**config.mk**
```make
export PLATFORM = sky130hd
export DESIGN_NAME = alu_arbiter
export DESIGN_NICKNAME = d
export VERILOG_FILES = /design/src/rtl/alu_pkg.sv /design/src/rtl/alu_rsp_slot.sv /design/src/rtl/alu_arbiter.sv
export SDC_FILE = /design/constraint.sdc
export NUM_CORES = 1
export LEC_CHECK = 0
export ABC_AREA = 1
export CAP_MARGIN = 20
export CORE_AREA = 3 3 121 123
export DETAILED_ROUTE_END_ITERATION = 7
export DIE_AREA = 0 0 124 126
export GPL_ROUTABILITY_DRIVEN = 0
export GPL_TIMING_DRIVEN = 1
export PLACE_DENSITY = 0.77
export SKIP_LAST_GASP = 1
export SLEW_MARGIN = 0
export SYNTH_ARGS = -nofsm -noshare
export SYNTH_HDL_FRONTEND = slang
export SYNTH_SLANG_ARGS = --single-unit
```
**constraint.sdc**
```tcl
create_clock -name clk -period 2.45 [get_ports clk]
set_input_delay 0.3675 -clock clk [delete_from_list [all_inputs] [get_ports clk]]
set_output_delay 0.3675 -clock clk [all_outputs]
set_load 0.005 [all_outputs]
```
**src/rtl/alu_pkg.sv**
```systemverilog
// Shared definitions for the ALU arbiter slice: operator codes, default widths
// and the round-robin port type.
package alu_pkg;

    localparam int ALU_D_WIDTH  = 32;
    localparam int ALU_OP_WIDTH = 4;

    localparam logic [3:0] ALU_ADD  = 4'b0000;
    localparam logic [3:0] ALU_SUB  = 4'b0001;
    localparam logic [3:0] ALU_SLL  = 4'b0010;
    localparam logic [3:0] ALU_SLT  = 4'b0011;
    localparam logic [3:0] ALU_SLTU = 4'b0100;
    localparam logic [3:0] ALU_XOR  = 4'b0101;
    localparam logic [3:0] ALU_SRL  = 4'b0110;
    localparam logic [3:0] ALU_SRA  = 4'b0111;
    localparam logic [3:0] ALU_OR   = 4'b1000;
    localparam logic [3:0] ALU_AND  = 4'b1001;

    typedef enum logic {
        PORT0 = 1'b0,
        PORT1 = 1'b1
    } port_e;

endpackage

```
**src/rtl/alu_rsp_slot.sv**
```systemverilog
// Single-entry response holding register (result + zero flag) with a
// valid/ready interface toward the requester.
module alu_rsp_slot
    import alu_pkg::*;
#(
    parameter int D_WIDTH = ALU_D_WIDTH
) (
    input  logic               clk,
    input  logic               rst,
    input  logic               load,
    input  logic [D_WIDTH-1:0] load_data,
    input  logic               load_zero,
    input  logic               rsp_ready,
    output logic               free,
    output logic               rsp_valid,
    output logic [D_WIDTH-1:0] rsp_data,
    output logic               rsp_zero
);

    // A slot being drained this cycle may accept a new result on the same edge.
    assign free = ~rsp_valid | rsp_ready;

    // NOTE: state uses non-blocking assignments so every register samples the
    // pre-edge values; the data register is reset because it is visible on a port.
    always_ff @(posedge clk) begin
        if (rst) begin
            rsp_valid <= 1'b0;
            rsp_data  <= '0;
            rsp_zero  <= 1'b0;
        end else if (load) begin
            rsp_valid <= 1'b1;
            rsp_data  <= load_data;
            rsp_zero  <= load_zero;
        end else if (rsp_ready) begin
            rsp_valid <= 1'b0;
        end
    end

endmodule

```
**src/rtl/alu_arbiter.sv**
```systemverilog
// Round-robin arbiter sharing one combinational ALU between two requesters.
// Optional grant/conflict counters are enabled with ALU_ARB_STATS_EN.
module alu_arbiter
    import alu_pkg::*;
#(
    parameter int D_WIDTH  = ALU_D_WIDTH,
    parameter int OP_WIDTH = ALU_OP_WIDTH
) (
    input  logic                clk,
    input  logic                rst,
    input  logic                req0_valid,
    output logic                req0_ready,
    input  logic [OP_WIDTH-1:0] req0_op,
    input  logic [D_WIDTH-1:0]  req0_a,
    input  logic [D_WIDTH-1:0]  req0_b,
    input  logic                req1_valid,
    output logic                req1_ready,
    input  logic [OP_WIDTH-1:0] req1_op,
    input  logic [D_WIDTH-1:0]  req1_a,
    input  logic [D_WIDTH-1:0]  req1_b,
    output logic                rsp0_valid,
    input  logic                rsp0_ready,
    output logic [D_WIDTH-1:0]  rsp0_data,
    output logic                rsp0_zero,
    output logic                rsp1_valid,
    input  logic                rsp1_ready,
    output logic [D_WIDTH-1:0]  rsp1_data,
    output logic                rsp1_zero,
    output logic [OP_WIDTH-1:0] alu_operator,
    output logic [D_WIDTH-1:0]  alu_a,
    output logic [D_WIDTH-1:0]  alu_b,
    output logic                alu_rst_n,
    input  logic [D_WIDTH-1:0]  alu_c,
    input  logic                alu_zero
`ifdef ALU_ARB_STATS_EN
    ,
    output logic [31:0]         stat_grant0,
    output logic [31:0]         stat_grant1,
    output logic [31:0]         stat_conflict
`endif
);

    port_e ptr;
    logic  free0, free1;
    logic  elig0, elig1;
    logic  grant0, grant1;

    assign alu_rst_n = ~rst;

    // Ready is forced low during reset so nothing is accepted on a reset edge.
    assign elig0 = req0_valid & free0 & ~rst;
    assign elig1 = req1_valid & free1 & ~rst;

    assign grant0 = elig0 & (~elig1 | (ptr == PORT0));
    assign grant1 = elig1 & (~elig0 | (ptr == PORT1));

    assign req0_ready = grant0;
    assign req1_ready = grant1;

    // NOTE: defaults first in always_comb so no path leaves an output unassigned
    // (no latch); idle cycles park the ALU on add 0,0.
    always_comb begin
        alu_operator = OP_WIDTH'(ALU_ADD);
        alu_a        = '0;
        alu_b        = '0;
        if (grant0) begin
            alu_operator = req0_op;
            alu_a        = req0_a;
            alu_b        = req0_b;
        end else if (grant1) begin
            alu_operator = req1_op;
            alu_a        = req1_a;
            alu_b        = req1_b;
        end
    end

    always_ff @(posedge clk) begin
        if (rst) begin
            ptr <= PORT0;
        end else if (grant0) begin
            ptr <= PORT1;
        end else if (grant1) begin
            ptr <= PORT0;
        end
    end

    alu_rsp_slot #(.D_WIDTH(D_WIDTH)) u_slot0 (
        .clk       (clk),
        .rst       (rst),
        .load      (grant0),
        .load_data (alu_c),
        .load_zero (alu_zero),
        .rsp_ready (rsp0_ready),
        .free      (free0),
        .rsp_valid (rsp0_valid),
        .rsp_data  (rsp0_data),
        .rsp_zero  (rsp0_zero)
    );

    alu_rsp_slot #(.D_WIDTH(D_WIDTH)) u_slot1 (
        .clk       (clk),
        .rst       (rst),
        .load      (grant1),
        .load_data (alu_c),
        .load_zero (alu_zero),
        .rsp_ready (rsp1_ready),
        .free      (free1),
        .rsp_valid (rsp1_valid),
        .rsp_data  (rsp1_data),
        .rsp_zero  (rsp1_zero)
    );

`ifdef ALU_ARB_STATS_EN
    // A conflict is a cycle with both requests valid where only one is granted.
    always_ff @(posedge clk) begin
        if (rst) begin
            stat_grant0   <= '0;
            stat_grant1   <= '0;
            stat_conflict <= '0;
        end else begin
            if (grant0) stat_grant0 <= stat_grant0 + 32'd1;
            if (grant1) stat_grant1 <= stat_grant1 + 32'd1;
            if (req0_valid & req1_valid & (grant0 | grant1))
                stat_conflict <= stat_conflict + 32'd1;
        end
    end
`endif

endmodule

```
Word-level counts from Yosys, hierarchy flattened
Index checks and enable logic that the tools add are counted.
- logic and storage cells: 38
- input port bits: 175
- output and inout bits: 139
- register bits: 69
- bitwise operators: 16
- muxes and demuxes: 12
- reduce and logical (&&, ||, !) cells: 3
- operator list (kind ; count):
    two-way mux 32 bit ; 4
    two-way mux 4 bit ; 2
    AND 1 bit ; 6
    two-way mux 1 bit ; 6
    inverter 1 bit ; 6
    nonzero test 2 bit ; 3
    OR 1 bit ; 4

Depth between registers and ports, before layout
Gate-level depths: netlist of the first run.
- word-level depth: 9
- mapped depth: 9

By module
Synthesis of the first run repeated with hierarchy kept, for this count alone.
- cells, all modules: 540
- area, all modules: 3540.9 um^2
- by module, submodules not included (module ; area each (um^2) ; times used ; cells each ; seq. area each (um^2)):
    alu_rsp_slot ; 1181.1 ; 2 ; 147 ; 680.7
    alu_arbiter ; 1178.6 ; 1 ; 246 ; 20.0

Worst setup path after synthesis of the first run
OpenSTA, ideal clock, no wires.
- path type: input port to output port
- start: in rst
- end: out alu_a[12]
- slack: 0.922 ns
- required time: 2.082 ns
- data arrival time: 1.160 ns
- cell stages on the path: 9
- cells stage by stage: inv_2 > nand2_2 > nor2_2 > nand2_1 > inv_2 > buf_6 > buf_6 > nand2_1 > nand2_1
- word-level cells in the longest chain between the ends: 7
- elaborated cells between the ends (all ways): 11
- those cells by class: mux: 2; bitwise: 9
- ends and longest elaborated chain (what ; line ; RTL):
    from (decl) ; alu_arbiter.sv:10 ; input logic rst,
    inverter 1 bit * ; alu_arbiter.sv:51, alu_arbiter.sv:52 ;
    AND 1 bit ; alu_arbiter.sv:51 ; assign elig0 = req0_valid & free0 & ~rst;
    inverter 1 bit ; alu_arbiter.sv:55 ; assign grant1 = elig1 & (~elig0 | (ptr == PORT1));
    OR 1 bit ; alu_arbiter.sv:55 ;
    AND 1 bit ; alu_arbiter.sv:55 ;
    two-way mux 32 bit ; alu_arbiter.sv:70 ; end else if (grant1) begin
    two-way mux 32 bit * ; alu_arbiter.sv:66 ; if (grant0) begin
    to (decl) ; alu_arbiter.sv:30 ; output logic [D_WIDTH-1:0] alu_a,
Every way passes the cells marked *; elsewhere a longest branch is shown, timed or not.

Final worst setup path of the first run
- start: in rst
- end: out alu_b[5]
- word-level cells in the longest chain between the ends: 7
- elaborated cells between the ends (all ways): 11
- those cells by class: mux: 2; bitwise: 9
- ends and longest elaborated chain (what ; line ; RTL):
    inverter 1 bit * ; alu_arbiter.sv:51, alu_arbiter.sv:52 ;
    AND 1 bit ; alu_arbiter.sv:51 ;
    inverter 1 bit ; alu_arbiter.sv:55 ;
    OR 1 bit ; alu_arbiter.sv:55 ;
    AND 1 bit ; alu_arbiter.sv:55 ;
    two-way mux 32 bit ; alu_arbiter.sv:70 ;
    two-way mux 32 bit * ; alu_arbiter.sv:66 ;
    to (decl) ; alu_arbiter.sv:31 ; output logic [D_WIDTH-1:0] alu_b,
Marked as above.

==> results of run 1 <==
## cells in the mapped netlist, types with 2 or more instances
cell / number / area, um^2
nand2_1: 274 / 1030
nand2_2: 2 / 12.5
buf_2: 25 / 125
buf_1: 3 / 11.3
clkbuf_1: 10 / 37.5
dfxtp_1: 69 / 1380
nand3_1: 68 / 340
nor2_1: 70 / 263
a21oi_1: 69 / 345
inv_2: 4 / 15.0
buf_6: 4 / 45.0
inv_1: 39 / 146
buf_4: 7 / 52.6
## where the power goes
group	internal (mW)	total [mW]	switching, mW
clock	1.08	1.54	0.465
sequential	1.20	1.25	0.0424
combinational	0.656	1.07	0.413
total	2.94	3.86	0.920
## worst min-delay path, cell delays in order
cell and delay (ns):
dlymetal6s2s_1 0.12, inv_1 0.06, nand2_2 0.07, a21oi_1 0.06
## through the flow
stage               power (mW)  instance area (um^2)  std cells  util, %  worst slack, ns
global route              4.06                  7550       1128     54.8         -0.00524
detailed placement        2.33                  7100       1110     51.5           -0.136
floorplan                 1.64                  3830        647        -            0.922
finish                    3.86                  7550       1128     54.8            0.104
CTS                       3.90                  7510       1127     54.6          -0.0370
global placement          2.32                  7100       1110     51.5           -0.153
## kinds of logic after synthesis
group | count (synthesis) | share of synthesized area, %
flops | 69 | 36.1
compound gates | 70 | 9.16
buf+inv | 92 | 11.3
simple gates | 416 | 43.4
## area by class of cell
type | count | share of cell area [%]
Multi-Input combinational cell | 486 | 27.0
Sequential cell | 69 | 18.3
Clock buffer | 13 | 3.58
Timing Repair Buffer | 334 | 44.6
Inverter | 43 | 2.27
Clock inverter | 3 | 1.19
Tap cell | 180 | 2.98
## routing by layer
layer / vias up / global-route usage, % / share of wire [%]
met5: - / 0 / 0.30
met4: 8 / 4.77 / 1.7
met3: 28 / 8.76 / 10
met2: 189 / 32.6 / 46
met1: 2159 / 25.8 / 41
li1: 2592 / - / -
## what timing repair did
item | 4_1_cts | 5_1_grt
hold buffers | 0 | 0
endpoints found under the setup margin | 68 | 64
setup buffers | 0 | 0
gates cloned | 1 | 1
pin swaps | 0 | 1
gates resized for setup | 17 | 16
## worst min-delay path by stage
stage                                           start                                end  slack, ns  cells past startpoint
floorplan                                         rst                   ptr$_SDFFE_PP0P_       0.44                      1
global placement    u_slot1.rsp_data[28]$_SDFFE_PP0P_  u_slot1.rsp_data[28]$_SDFFE_PP0P_       0.46                      2
detailed placement   u_slot0.rsp_data[2]$_SDFFE_PP0P_   u_slot0.rsp_data[2]$_SDFFE_PP0P_       0.47                      2
CTS                  u_slot0.rsp_data[2]$_SDFFE_PP0P_   u_slot0.rsp_data[2]$_SDFFE_PP0P_       0.48                      2
global route                               rsp0_ready     u_slot0.rsp_valid$_SDFFE_PP0P_       0.45                      4
finish                                     rsp0_ready     u_slot0.rsp_valid$_SDFFE_PP0P_       0.41                      4
## state kept, by name (all words and copies together) (netlist names)
signal and flops:
u_slot1.rsp_valid 1, u_slot0.rsp_zero 1, ptr 1, u_slot1.rsp_zero 1, u_slot0.rsp_data 32, u_slot1.rsp_data 32, u_slot0.rsp_valid 1
==> key figures, run 1 <==
Synth
  – Post-Syn Nets: 822
  – Seq/Total Area, Yosys: 36.1%
  – Seq cells post-synth: 69
  – Distinct cells, synth: 16
  – Yosys synthesis warning count: 0
  – Gate Count Post-Synth: 647
  – Syn avg cell area: 5.91 um^2
  – Post-synth EDFFs: 0
  – Ys flop type: dfxtp_1
  – Cell Area, Synth: 0.00383 mm^2
  – Async S/R FF share, synth: 0%

Finish
  – Area growth syn-to-layout: 97.4%
  – Nets: 1118
  – Fillers: 1297
  – Multi-input logic area: 0.00204 mm^2
  – Most frequent cells in the layout: clkdlybuf4s50_1 (300), nand2_1 (270), a21oi_1 (69), dfxtp_1 (69), nor2_1 (68)
  – Layout cell share with drive strength beyond 1: 5.49%
  – Antenna diode count: 0
  – Commonest non-fill, non-tap cell in the layout: clkdlybuf4s50_1
  – Flip-flop and latch area: 0.00138 mm^2

Critical path
  – Crit Path Max Fanout: 30
  – Req. time, crit path: 2.08 ns
  – Launching point of the worst reg2reg path: u_slot1.rsp_valid$_SDFFE_PP0P_
  – R2R depth: 7
  – CP Buf/Inv Count: 5
  – CP Launch Point: rst
  – Crit path arrival time: 1.98 ns
  – Critical Path, Cell by Cell: dlygate4sd2_1 -> buf_4 -> nor2_2 -> nand3_2 -> nand2_2 -> clkinv_4 -> buf_12 -> nand2_1 -> nand2_1 -> clkdlybuf4s50_1
  – RR Endpoint: u_slot1.rsp_zero$_SDFFE_PP0P_
  – Cell mode on critical path: nand2_1
  – Worst reg-to-reg setup slack: 0.89 ns
  – Crit path launch type: input pin
  – Crit path to: alu_b[5]
  – Crit path largest cell delay: 0.44 ns
  – CP Depth: 10
  – Slowest stage cell, crit path: clkdlybuf4s50_1
  – CP Class: input pin to output port
  – Nature of the critical path endpoint: output port
  – Largest delay share family, worst path: buffers and inverters

CTS
  – CTS tree: built
  – Clk root buf: clkbuf_16
  – Worst-path clk slew: 0.05 ns
  – Skew-Pair Late Insertion Delay: 0.32 ns
  – Cts bufs inserted: 9
  – CTS Sinks: 69
  – Clock Path Buffers: 2
  – # H-tree levels: 3

Timing
  – Slew HR: 52.4%
  – Max Transition Viols Final: 0
  – Fin crit period: 2.35 ns
  – Measured slew at the worst slew-check pin: 0.715 ns
  – Final Hold Fails: 0
  – Hold_ws: 0.409 ns
  – RSZ-0062 raised after global routing: true
  – Count of final setup violators: 0
  – Crit share post-route: 95.7%
  – Setup TNS Final: 0 ns
  – Achievable Freq: 426 MHz
  – Layout Skew: 0.00351 ns

Detailed routing
  – Router iterations before antenna repair: 4
  – Vias per inst: 4.41
  – DR iter-0 viols: 253
  – Routed Antenna Nets: 0
  – Vias: 4976
  – # DRC: 0
  – Detailed Route WL: 16.9 mm
  – Wire per inst: 14.9 um

Place
  – Post-DP HPWL: 12.5 mm
  – IO Port Bufs: 313

Global routing
  – Vias in the first global route: 4700
  – First-pass GRT wire length: 25.4 mm
  – Largest net degree at the start of global routing: 67
  – Remaining Overflow, GRT: 0
  – GR Util All Layers: 20.6%
  – Initial antenna violation count: 4

Power
  – Worst vdd ir: 331 uV
  – Leakage: 3.46 nW
  – Power density over cell area: 511 mW/mm^2

Die
  – Die width: 124 um
  – Num rows: 43
  – Initial core utilization: 27.8%
  – # IOs: 314
  – Die height: 126 um
  – Die Footprint: 0.0156 mm^2
  – Core area: 0.0138 mm^2

Status
  – Status: complete, no violations

Run
  – Max_cap viols: 0

Hold path
  – Hold Crit Class: input pin to flop
Note: power is estimated with default switching activity, not from simulation.
==> run 2: changes to the inputs <==
--- a/config.mk
+++ b/config.mk
@@ -12,7 +12,7 @@
 export DIE_AREA = 0 0 124 126
 export GPL_ROUTABILITY_DRIVEN = 0
 export GPL_TIMING_DRIVEN = 1
-export PLACE_DENSITY = 0.77
+export PLACE_DENSITY = 0.8
 export SKIP_LAST_GASP = 1
 export SLEW_MARGIN = 0
 export SYNTH_ARGS = -nofsm -noshare
==> constraint.sdc (replaced) <==
create_clock -name clk -period 1.98 [get_ports clk]
set_input_delay 0.297 -clock clk [delete_from_list [all_inputs] [get_ports clk]]
set_output_delay 0.297 -clock clk [all_outputs]
set_load 0.005 [all_outputs]
==> key figures, run 2 (same netlist as run 1, synthesis figures left out) <==
Finish
  – Commonest non-fill, non-tap cell in the layout: nand2_1
  – Most frequent cells in the layout: nand2_1 (248), clkdlybuf4s50_1 (247), a21oi_1 (69)
  – Flip-flop and latch area: 0.00139 mm^2 (+0.27%)
  – Area growth syn-to-layout: 104%
  – Top flop regs: u_slot0.rsp_data: 32 flops, u_slot1.rsp_data: 32 flops
  – Multi-input logic area: 0.00213 mm^2 (+4.3%)
  – Layout cell share with drive strength beyond 1: 16.4% (+11 points)
  – Non-filler cells in the finished layout: 1163 (+3.1%)
  – Fillers: 1311 (+1.1%)
  – Nets: 1152 (+3.0%)

Timing
  – Fin crit period: 2.16 ns
  – Layout Skew: 0.00521 ns (+0.00170 ns)
  – Final Hold Fails: 0 (unchanged)
  – Count of final setup violators: 18 (+18)
  – Worst path setup slack after routing: -0.180 ns (-0.284 ns)
  – Crit share post-route: 109%
  – Measured slew at the worst slew-check pin: 0.693 ns (-0.0221 ns)
  – Achievable Freq: 463 MHz
  – RSZ-0062 raised after global routing: true
  – Setup TNS Final: -1.58 ns (-1.58 ns)
  – Max Transition Viols Final: 0 (unchanged)
  – Slew HR: 53.8% (+1.5 points)

Critical path
  – Crit path launch type: flop
  – Crit Path Max Fanout: 14 (-53%)
  – Crit path arrival time: 1.86 ns (-0.12 ns)
  – Worst reg-to-reg setup slack: 0.37 ns (-0.52 ns)
  – R2R depth: 7 (unchanged)
  – RR Endpoint: u_slot1.rsp_data[12]$_SDFFE_PP0P_
  – Req. time, crit path: 1.68 ns (-0.40 ns)
  – CP Class: flop to output port
  – Launching point of the worst reg2reg path: u_slot1.rsp_valid$_SDFFE_PP0P_
  – Nature of the critical path endpoint: output port

Die
  – Die width: 124 um (unchanged)
  – Die Footprint: 0.0156 mm^2 (unchanged)
  – # IOs: 314 (unchanged)
  – Die height: 126 um (unchanged)
  – Num rows: 43 (unchanged)
  – Core area: 0.0138 mm^2 (unchanged)
  – Initial core utilization: 27.8% (unchanged)

Hold path
  – Worst hold endpoint: u_slot0.rsp_valid$_SDFFE_PP0P_
  – Min-Delay Path Depth: 4 (unchanged)
  – Hold Crit Class: input pin to flop
  – Hold Crit Start: rsp0_ready

Place
  – Inst Count DP: 1105 (-0.45%)
  – Pre-CTS WS: -0.493 ns (-0.357 ns)
  – IO Port Bufs: 313 (unchanged)
  – Post-DP HPWL: 12.1 mm (-3.5%)

Detailed routing
  – Wire per inst: 15.3 um (+2.5%)
  – DR iter-0 viols: 248 (-2.0%)
  – Detailed Route WL: 17.8 mm (+5.7%)
  – Vias: 5252 (+5.5%)
  – # DRC: 0 (unchanged)
  – Vias per inst: 4.52 (+2.4%)
  – Routed Antenna Nets: 0 (unchanged)
  – Router iterations before antenna repair: 4 (unchanged)

Power
  – Worst vdd ir: 451 uV (+36%)
  – Reg power frac: 33.9% (+1.6 points)
  – NetSw: 1.17 mW (+28%)
  – Comb pwr share: 30.7% (+3.0 points)
  – Leakage: 3.74 nW (+8.0%)
  – Pint: 3.37 mW (+15%)
  – Power density over cell area: 583 mW/mm^2 (+14%)
  – Sw frac: 25.8% (+2.0 points)
  – Clock share of power: 35.4% (-4.6 points)
  – Tot Pwr: 4.54 mW (+18%)

CTS
  – # H-tree levels: 3 (unchanged)
  – CTS tree: built
  – Worst-path clk slew: 0.06 ns (about the same)
  – Clk root buf: clkbuf_16
  – Cts bufs inserted: 9 (unchanged)
  – Clock Path Buffers: 2 (unchanged)
  – Skew-Pair Late Insertion Delay: 0.32 ns (about the same)
  – CTS Sinks: 69 (unchanged)

Run
  – Max_cap viols: 0 (unchanged)

Global routing
  – Largest net degree at the start of global routing: 67 (unchanged)
  – Vias in the first global route: 4777 (+1.6%)
  – GR Util All Layers: 21.3% (+0.76 points)
  – Remaining Overflow, GRT: 0 (unchanged)
  – First-pass GRT wire length: 26.2 mm (+3.3%)
  – Initial antenna violation count: 4 (unchanged)

Status
  – Status: finished with violations
  – Failing checks: setup timing
[run 2: cell count changes in the layout (fill, tap and decap cells not counted), moves of 7 or more]
| cell | previous run | this run |
|---|---|---|
| clkbuf_2 | 0 | 15 |
| buf_6 | 5 | 15 |
| buf_2 | 1 | 32 |
| nand2_2 | 6 | 24 |
| buf_4 | 11 | 26 |
| nand2_1 | 270 | 248 |
| buf_12 | 3 | 10 |
| clkdlybuf4s50_1 | 300 | 247 |
[run 2: power by group through the flow]
stage | Sequential (mW) | Combinational (mW) | Clock, mW
final | 1.54 | 1.40 | 1.61
after global routing | 1.55 | 1.53 | 1.72
after CTS | 1.54 | 1.35 | 1.66
after detailed placement | 1.57 | 1.30 | 0
after global placement | 1.57 | 1.30 | 0
after floorplan | 1.58 | 0.449 | 0
[run 2: how the worst max path moves through the flow]
stage                                        start  cells past startpoint        end
floorplan           u_slot0.rsp_valid$_SDFFE_PP0P_                      9  alu_a[12]
global placement                               rst                     10   alu_b[1]
detailed placement                             rst                     10  alu_b[25]
CTS                 u_slot0.rsp_valid$_SDFFE_PP0P_                      9  alu_b[16]
global route        u_slot1.rsp_valid$_SDFFE_PP0P_                      9  alu_a[14]
finish              u_slot1.rsp_valid$_SDFFE_PP0P_                      9  alu_b[21]
[run 2: final cells by class]
class	count	area share [%]
well taps	180	2.89
multi-input cells	486	27.3
flip-flops and latches	69	17.8
clock buffers	14	3.39
repair buffers	368	46.0
diodes	2	0.0642
clock inverters	1	0.385
inverters	43	2.20
[run 2: metal layers]
layer | share of wire [%] | routed length (um) | global-route usage, %
met3 | 10 | 1810 | 9.07
met2 | 47 | 8330 | 34.1
met5 | 0.25 | 45 | 0
met1 | 40 | 7200 | 26.3
met4 | 2.4 | 430 | 5.54
[run 2: critical path: stages, from the launching register on]
cell             delay, ns
dfxtp_2               0.33
inv_2                 0.06
nor2_4                0.04
nor2_4                0.15
nand2_4               0.08
inv_6                 0.08
buf_12                0.14
nand2_1               0.06
nand2_1               0.08
clkdlybuf4s50_1       0.51
[run 2: repair_timing]
action                     4_1_cts  5_1_grt
pin swaps                        5        6
gates cloned                     5        4
resized for setup              193       84
setup buffers                   21       15
setup endpoints to repair       71       65
hold buffers                     0        0
[run 2: through the flow]
stage | util (%) | hold slack (ns) | area [um^2]
2_1_floorplan | - | 0.366 | 3830
3_3_place_gp | 51.4 | 0.459 | 7080
3_5_place_dp | 51.4 | 0.467 | 7080
4_1_cts | 55.3 | 0.456 | 7620
5_1_grt | 56.6 | 0.507 | 7790
6_report | 56.6 | 0.473 | 7800
